--- config.mk ---
export PLATFORM = sky130hd
export DESIGN_NAME = cby_param_cfg
export DESIGN_NICKNAME = d
export VERILOG_FILES = /design/src/rtl/cby_param_cfg_pkg.sv /design/src/rtl/cby_ipin_mux.sv /design/src/rtl/cby_param_cfg.sv
export SDC_FILE = /design/constraint.sdc
export NUM_CORES = 1
export LEC_CHECK = 0
export BUFFER_PORTS_ARGS = -buffer_cell sky130_fd_sc_hd__buf_2
export CAP_MARGIN = 20
export CORE_AREA = 5 5 59 61
export DETAILED_ROUTE_END_ITERATION = 8
export DIE_AREA = 0 0 64 66
export PLACE_DENSITY_LB_ADDON = 0.1
export SYNTH_ARGS = -nofsm -noshare
export SYNTH_HDL_FRONTEND = slang
export SYNTH_SLANG_ARGS = --single-unit
--- constraint.sdc ---
create_clock -name prog_clk -period 2.7 [get_ports prog_clk]
set_input_delay 0.135 -clock prog_clk [delete_from_list [all_inputs] [get_ports prog_clk]]
set_output_delay 0.135 -clock prog_clk [all_outputs]
set_load 0.02 [all_outputs]
--- src/rtl/cby_param_cfg_pkg.sv ---
// -----------------------------------------------------------------------------
// cby_param_cfg_pkg
// Shared definitions for the vertical connection block (CBY) configuration
// slice. Holds:
//   - sel_w_f / cfg_bits_f / cnt_w_f : derivation of the select width, the
//     config chain length and the bit-counter width from the block parameters
//   - track_idx_f                    : which track feeds a given mux candidate
//   - ctrl_state_e                   : controller state, decoded from the
//                                      bit counter (EMPTY / LOADING / FULL)
// -----------------------------------------------------------------------------
package cby_param_cfg_pkg;

  typedef enum logic [1:0] {
    ST_EMPTY   = 2'd0,
    ST_LOADING = 2'd1,
    ST_FULL    = 2'd2
  } ctrl_state_e;

  // Select width for one ipin mux; never narrower than one bit.
  function automatic int sel_w_f(input int mux_size);
    int w;
    if (mux_size > 1) begin
      w = $clog2(mux_size);
    end else begin
      w = 1;
    end
    return w;
  endfunction

  // Total config chain length: one select field per ipin.
  function automatic int cfg_bits_f(input int num_ipin, input int sel_w);
    return num_ipin * sel_w;
  endfunction

  // Counter must be able to hold the value cfg_bits itself.
  function automatic int cnt_w_f(input int cfg_bits);
    return $clog2(cfg_bits + 1);
  endfunction

  // Track feeding candidate pair j of ipin p. Consecutive pairs step by the
  // stride and wrap around the channel, and each ipin starts one track later.
  function automatic int track_idx_f(input int p, input int j,
                                     input int stride, input int chan_w);
    return (p + j * stride) % chan_w;
  endfunction

endpackage

--- src/rtl/cby_ipin_mux.sv ---
// -----------------------------------------------------------------------------
// cby_ipin_mux
// Select-driven mux for one grid input pin. A select value at or beyond
// MUX_SIZE (unused codes of the select field) drives 0.
// Ports:
//   mux_in  [MUX_SIZE-1:0] candidate track values
//   sel     [SEL_W-1:0]    select field from the active config register
//   mux_out                selected value (combinational)
// -----------------------------------------------------------------------------
module cby_ipin_mux
  import cby_param_cfg_pkg::*;
#(
  parameter int MUX_SIZE = 10,
  parameter int SEL_W    = sel_w_f(MUX_SIZE)
) (
  input  logic [MUX_SIZE-1:0] mux_in,
  input  logic [SEL_W-1:0]    sel,
  output logic                mux_out
);

  logic [MUX_SIZE-1:0] match_s;

  // One-hot decode of the select; out-of-range codes match nothing, so the
  // AND-OR below yields 0 for them without a separate range check.
  always_comb begin
    match_s = {MUX_SIZE{1'b0}};
    for (int i = 0; i < MUX_SIZE; i++) begin
      match_s[i] = (sel == SEL_W'(i));
    end
  end

  // AND-OR reduction of the candidates against the decoded select.
  always_comb begin
    mux_out = |(mux_in & match_s);
  end

endmodule

--- src/rtl/cby_param_cfg.sv ---
// -----------------------------------------------------------------------------
// cby_param_cfg
// Vertical connection block with a serial configuration chain.
// Tracks pass straight through the block; NUM_IPIN grid input pins each pick
// one of MUX_SIZE track candidates according to a select field held in the
// active config register. New configuration is shifted into a shadow register
// and copied to the active register by a commit, which is only accepted once
// exactly CFG_BITS bits have been shifted in since the last commit/reset.
//
// Optional feature (macro CBY_CFG_READBACK_EN): adds the cfg_readback input,
// which reloads the shadow chain from the active register so the live
// configuration can be shifted out on ccff_tail.
//
// Ports:
//   prog_clk, prog_rst_n          clock, asynchronous active-low reset
//   ccff_en, ccff_head            chain shift enable, serial data in
//   ccff_tail                     serial data out (registered)
//   cfg_commit                    shadow -> active copy request (pulse)
//   cfg_readback                  active -> shadow reload (readback build only)
//   cfg_done                      exactly CFG_BITS bits loaded
//   cfg_err                       one-cycle pulse on a rejected commit
//   cfg_valid                     set by the first accepted commit
//   chany_bottom_in/top_in        track inputs
//   chany_bottom_out/top_out      track outputs (feed-through)
//   ipin_out                      grid pin outputs
// -----------------------------------------------------------------------------
module cby_param_cfg
  import cby_param_cfg_pkg::*;
#(
  parameter int CHAN_W       = 11,
  parameter int NUM_IPIN     = 2,
  parameter int MUX_SIZE     = 10,
  parameter int TRACK_STRIDE = 2
) (
  input  logic                prog_clk,
  input  logic                prog_rst_n,
  input  logic                ccff_en,
  input  logic                ccff_head,
  output logic                ccff_tail,
  input  logic                cfg_commit,
`ifdef CBY_CFG_READBACK_EN
  input  logic                cfg_readback,
`endif
  output logic                cfg_done,
  output logic                cfg_err,
  output logic                cfg_valid,
  input  logic [CHAN_W-1:0]   chany_bottom_in,
  input  logic [CHAN_W-1:0]   chany_top_in,
  output logic [CHAN_W-1:0]   chany_bottom_out,
  output logic [CHAN_W-1:0]   chany_top_out,
  output logic [NUM_IPIN-1:0] ipin_out
);

  localparam int SEL_W    = sel_w_f(MUX_SIZE);
  localparam int CFG_BITS = cfg_bits_f(NUM_IPIN, SEL_W);
  localparam int CNT_W    = cnt_w_f(CFG_BITS);

  localparam logic [CNT_W-1:0] CNT_ZERO = {CNT_W{1'b0}};
  localparam logic [CNT_W-1:0] CNT_ONE  = CNT_W'(1'b1);
  localparam logic [CNT_W-1:0] CNT_FULL = CNT_W'(CFG_BITS);

  logic [CFG_BITS-1:0] shadow_r;
  logic [CFG_BITS-1:0] active_r;
  logic [CNT_W-1:0]    count_r;
  logic                tail_r;
  logic                done_r;
  logic                err_r;
  logic                valid_r;

  logic [CFG_BITS-1:0] shadow_nxt_s;
  logic [CFG_BITS-1:0] active_nxt_s;
  logic [CNT_W-1:0]    count_nxt_s;
  logic                tail_nxt_s;
  logic                err_nxt_s;
  logic                valid_nxt_s;
  logic                commit_ok_s;
  logic                readback_s;
  logic                shift_s;
  ctrl_state_e         state_s;
  logic [NUM_IPIN-1:0] mux_out_s;

  // Readback is suppressed when a commit arrives in the same cycle, so the
  // commit always sees an untouched shadow register.
`ifdef CBY_CFG_READBACK_EN
  assign readback_s = cfg_readback & ~cfg_commit;
`else
  assign readback_s = 1'b0;
`endif

  // Readback takes priority over a shift request.
  assign shift_s = ccff_en & ~readback_s;

  // Tracks are a straight feed-through in both directions.
  assign chany_top_out    = chany_bottom_in;
  assign chany_bottom_out = chany_top_in;

  assign ccff_tail = tail_r;
  assign cfg_done  = done_r;
  assign cfg_err   = err_r;
  assign cfg_valid = valid_r;

  // Controller state decoded from the bit counter.
  always_comb begin
    state_s = ST_EMPTY;
    if (count_r == CNT_ZERO) begin
      state_s = ST_EMPTY;
    end else if (count_r < CNT_FULL) begin
      state_s = ST_LOADING;
    end else begin
      state_s = ST_FULL;
    end
  end

  // Commit acceptance, judged on the pre-edge counter value.
  always_comb begin
    commit_ok_s = 1'b0;
    err_nxt_s   = 1'b0;
    if (cfg_commit) begin
      case (state_s)
        ST_FULL: begin
          commit_ok_s = 1'b1;
        end
        ST_EMPTY, ST_LOADING: begin
          err_nxt_s = 1'b1;
        end
        default: begin
          err_nxt_s = 1'b1;
        end
      endcase
    end else begin
      commit_ok_s = 1'b0;
      err_nxt_s   = 1'b0;
    end
  end

  // Next value of the shadow chain, serial tail, active register and counter.
  always_comb begin
    shadow_nxt_s = shadow_r;
    active_nxt_s = active_r;
    count_nxt_s  = count_r;
    tail_nxt_s   = tail_r;
    valid_nxt_s  = valid_r;

    if (readback_s) begin
      shadow_nxt_s = active_r;
    end else if (shift_s) begin
      shadow_nxt_s    = shadow_r << 1'b1;
      shadow_nxt_s[0] = ccff_head;
      tail_nxt_s      = shadow_r[CFG_BITS-1];
    end else begin
      shadow_nxt_s = shadow_r;
    end

    if (commit_ok_s) begin
      active_nxt_s = shadow_r;
      valid_nxt_s  = 1'b1;
    end else begin
      active_nxt_s = active_r;
    end

    // A shift in the same cycle as an accepted commit is the first bit of
    // the next load, hence count restarts at 1 rather than 0.
    if (readback_s) begin
      count_nxt_s = CNT_ZERO;
    end else if (commit_ok_s) begin
      if (shift_s) begin
        count_nxt_s = CNT_ONE;
      end else begin
        count_nxt_s = CNT_ZERO;
      end
    end else if (shift_s && (state_s != ST_FULL)) begin
      count_nxt_s = count_r + CNT_ONE;
    end else begin
      count_nxt_s = count_r;
    end
  end

  // Configuration and status state registers.
  always_ff @(posedge prog_clk or negedge prog_rst_n) begin
    if (!prog_rst_n) begin
      shadow_r <= {CFG_BITS{1'b0}};
      active_r <= {CFG_BITS{1'b0}};
      count_r  <= CNT_ZERO;
      tail_r   <= 1'b0;
      done_r   <= 1'b0;
      err_r    <= 1'b0;
      valid_r  <= 1'b0;
    end else begin
      shadow_r <= shadow_nxt_s;
      active_r <= active_nxt_s;
      count_r  <= count_nxt_s;
      tail_r   <= tail_nxt_s;
      done_r   <= (count_nxt_s == CNT_FULL);
      err_r    <= err_nxt_s;
      valid_r  <= valid_nxt_s;
    end
  end

  // One mux per ipin; candidate 2j is the bottom track and 2j+1 the top
  // track at the same channel position.
  for (genvar p = 0; p < NUM_IPIN; p++) begin : g_ipin
    logic [MUX_SIZE-1:0] mux_in_s;

    for (genvar j = 0; j < MUX_SIZE / 2; j++) begin : g_cand
      localparam int TRK = track_idx_f(p, j, TRACK_STRIDE, CHAN_W);
      assign mux_in_s[2*j]   = chany_bottom_in[TRK];
      assign mux_in_s[2*j+1] = chany_top_in[TRK];
    end

    cby_ipin_mux #(
      .MUX_SIZE (MUX_SIZE),
      .SEL_W    (SEL_W)
    ) u_mux (
      .mux_in  (mux_in_s),
      .sel     (active_r[p*SEL_W +: SEL_W]),
      .mux_out (mux_out_s[p])
    );
  end

  // Pins stay at 0 until a configuration has been committed.
  always_comb begin
    if (valid_r) begin
      ipin_out = mux_out_s;
    end else begin
      ipin_out = {NUM_IPIN{1'b0}};
    end
  end

endmodule

==> results.py <==
metrics = {
    "outcome": {
        "outcome": "complete, no violations",
    },
    "cts": {
        "postCtsHoldBufs": 1,
        "cts.clk_slew.worst_paths_ns": 0.12,
        "cts_num_sinks": 24,
        "clk_latency_ns": 0.30,
        "post_cts_buffers": 0,
        "htree_levels": 1,
        "clockRootBuffer": "clkbuf_4",
        "cts_tree": "done",
        "cts-resized-gates": 0,
        "cts_inserted_buffers": 3,
        "cts.path.max_buffers": 2,
    },
    "floorplanning": {
        "rows": 20,
        "die_w_um": 64,
        "dieArea_sq_um": 4220,
        "fp.dieH_um": 66,
        "fp.coreArea_sq_um": 2930,
        "ioPinCount": 55,
        "start_util": 0.467,
    },
    "setup_path": {
        "path_buf_inv": 1,
        "path_delay_family": "flip-flops",
        "cp-start-kind": "flip-flop",
        "critPathKind": "reg -> out",
        "cp-end-kind": "output port",
        "cp.arrival_ns": 1.88,
        "cpMaxStageDelayCell": "dfrtp_1",
        "slowest_delay_ns": 0.47,
        "cp.required_ns": 2.57,
        "path_cells": "mux2i_1 -> or4_4 -> a2111oi_2 -> buf_2",
        "cp_max_fo": 5,
    },
    "yosys": {
        "syn_inst": 114,
        "syn_nets": 143,
        "ys_seq_area_frac": 0.440,
        "ys_top_cells_by_area": "dfrtp_1 44%, mux2_2 16%, buf_4 12%, mux2i_1 6.6%, mux4_1 1.9%",
        "synth_area_sq_um": 1370,
        "synth-seq-cells": 24,
        "yosysWarningCount": 0,
        "yosys.area.top_type": "dfrtp_1",
        "synth_top_area_share": 0.440,
        "syn_area_per_cell_sq_um": 12.0,
        "ys_types": 32,
    },
    "final_layout": {
        "layout_commonest_cell": "buf_2",
        "drive_above_1_share": 0.525,
        "fin_util": 0.511,
        "multiInputGateArea_sq_um": 557,
        "seqCellArea_sq_um": 601,
        "area_delta_synth_final_pct": 9.52,
        "layout_common_cells": "50 x buf_2, 24 x dfrtp_1, 19 x mux2_2, 9 x mux2i_1, 4 x inv_1",
        "fill_cells": 273,
        "antennaDiodeCount": 0,
        "nets": 172,
    },
    "global_route": {
        "grt-ovfl-total": 0,
        "grt_usage": 0.122,
        "grt_pass1_vias": 923,
        "grt_pass1_wl_um": 4160,
        "antenna_found_initial": 0,
        "grt_max_degree": 25,
    },
    "timing": {
        "maxSlewViolCount": 0,
        "min_period_ns": 2.01,
        "fin_ws_ns": 0.686,
        "tightestPinTransition_ns": 0.529,
        "timing.hold.ws_ns": 0.0617,
        "fmax_ghz": 0.497,
        "finalSetupTns_ns": 0,
        "hold_viol_final": 0,
        "rsz0062_at_grt": "false",
        "max_slew_margin": 0.648,
        "setup_viol_count_final": 0,
        "fin_skew_ns": 0.00631,
        "fin_crit_sh": 0.746,
    },
    "route": {
        "antenna_left": 0,
        "vias": 896,
        "drt_pass1_iterations": 4,
        "drc": 0,
        "drt_iter0_markers": 15,
        "viasPerCell": 5.15,
        "routed_wl_um": 2470,
        "routedWlPerCell_um": 14.2,
    },
    "place": {
        "port_buffers": 50,
        "gp_congestion": 0.740,
        "pre_cts_slack_ns": 1.02,
        "place_hpwl_um": 1900,
    },
    "pwr": {
        "cellLeakagePower_uw": 0.000755,
        "ir_worst_vdd_mv": 0.485,
        "p_total_uw": 1300,
        "power.density_nw_per_um2": 867,
    },
    "job": {
        "max-cap-violations": 0,
    },
    "hold_path": {
        "min_path_type": "in -> reg",
    },
}
[worst register-to-register path: stages, from the launching register on]
cell and delay [ns]:
dfrtp_1 0.45, ha_1 0.22, nor4bb_1 0.14, a211o_1 0.30, nor4b_1 0.30
[where the power goes]
part	leakage (uW)	internal (uW)	switching, uW
Combinational	0.000452	289	228
Clock	0.0000138	52.0	96.5
Sequential	0.000289	487	146
[routing by layer]
| layer | wire, um | up-vias | global-route usage |
|---|---|---|---|
| li1 | - | 437 | - |
| met2 | 1220 | 29 | 0.205 |
| met4 | 20 | 0 | 0.0494 |
| met3 | 224 | 2 | 0.0323 |
| met5 | 0 | - | 0 |
| met1 | 1010 | 428 | 0.148 |
[final timing paths]
| check | depth (start not counted) | slack (ns) | from | to |
|---|---|---|---|---|
| worst max-delay path | 4 | 0.69 | active_r[4]$_DFFE_PN0P_ | ipin_out[1] |
| worst min-delay path | 2 | 0.06 | ccff_head | shadow_r[0]$_DFFE_PN0P_ |
| worst max register to register | 4 | 1.19 | count_r[0]$_DFF_PN0_ | cfg_done$_DFF_PN0_ |
| worst min register to register | 1 | 0.53 | ccff_tail$_DFFE_PN0P_ | ccff_tail$_DFFE_PN0P_ |
| max in group asynchronous | 2 | 2.01 | prog_rst_n | active_r[3]$_DFFE_PN0P_ |
| min in group asynchronous | 2 | 0.33 | prog_rst_n | count_r[3]$_DFF_PN0_ |
[cell families after synthesis]
family | after synthesis | synth area share
buf+inv | 31 | 0.153
mux | 29 | 0.242
flops | 24 | 0.440
simple gates | 20 | 0.0971
compound gates | 8 | 0.0504
fa+ha+maj | 2 | 0.0183
[sequential cells by signal (all words and copies together), names as in the netlist]
register / cells
active_r: 8
shadow_r: 8
count_r: 4
ccff_tail: 1
cfg_done: 1
cfg_err: 1
cfg_valid: 1
[Yosys cell counts (all sizes together)]
master / n
a2111oi: 1
a211oi: 1
nor2: 1
and3b: 2
nor4bb: 1
o31ai: 1
buf: 25
mux4: 1
and3: 1
or4: 1
inv: 4
mux2i: 9
a31oi: 1
nor4: 1
nor4b: 1
clkbuf: 2
nor3: 1
mux2: 19
dfrtp: 24
o32a: 1
nor2b: 2
a2bb2oi: 1
nand4: 1
nand2: 3
ha: 2
a211o: 1
nand2b: 3
o21ai: 1
nor3b: 1
nand3b: 1
[per-stage QoR]
stage               cells  area (sq um)
global route          174          1500
global placement      170          1460
CTS                   174          1500
finish                174          1500
floorplan             114          1370
detailed placement    170          1460
[final cells by class]
cell class | count | area share
inverter | 4 | 0.0100
tap | 33 | 0.0276
multi-input combinational | 59 | 0.372
timing repair buffer | 51 | 0.174
clock buffer | 3 | 0.0151
sequential | 24 | 0.401
No activity file was read; power rests on OpenSTA's default activity.
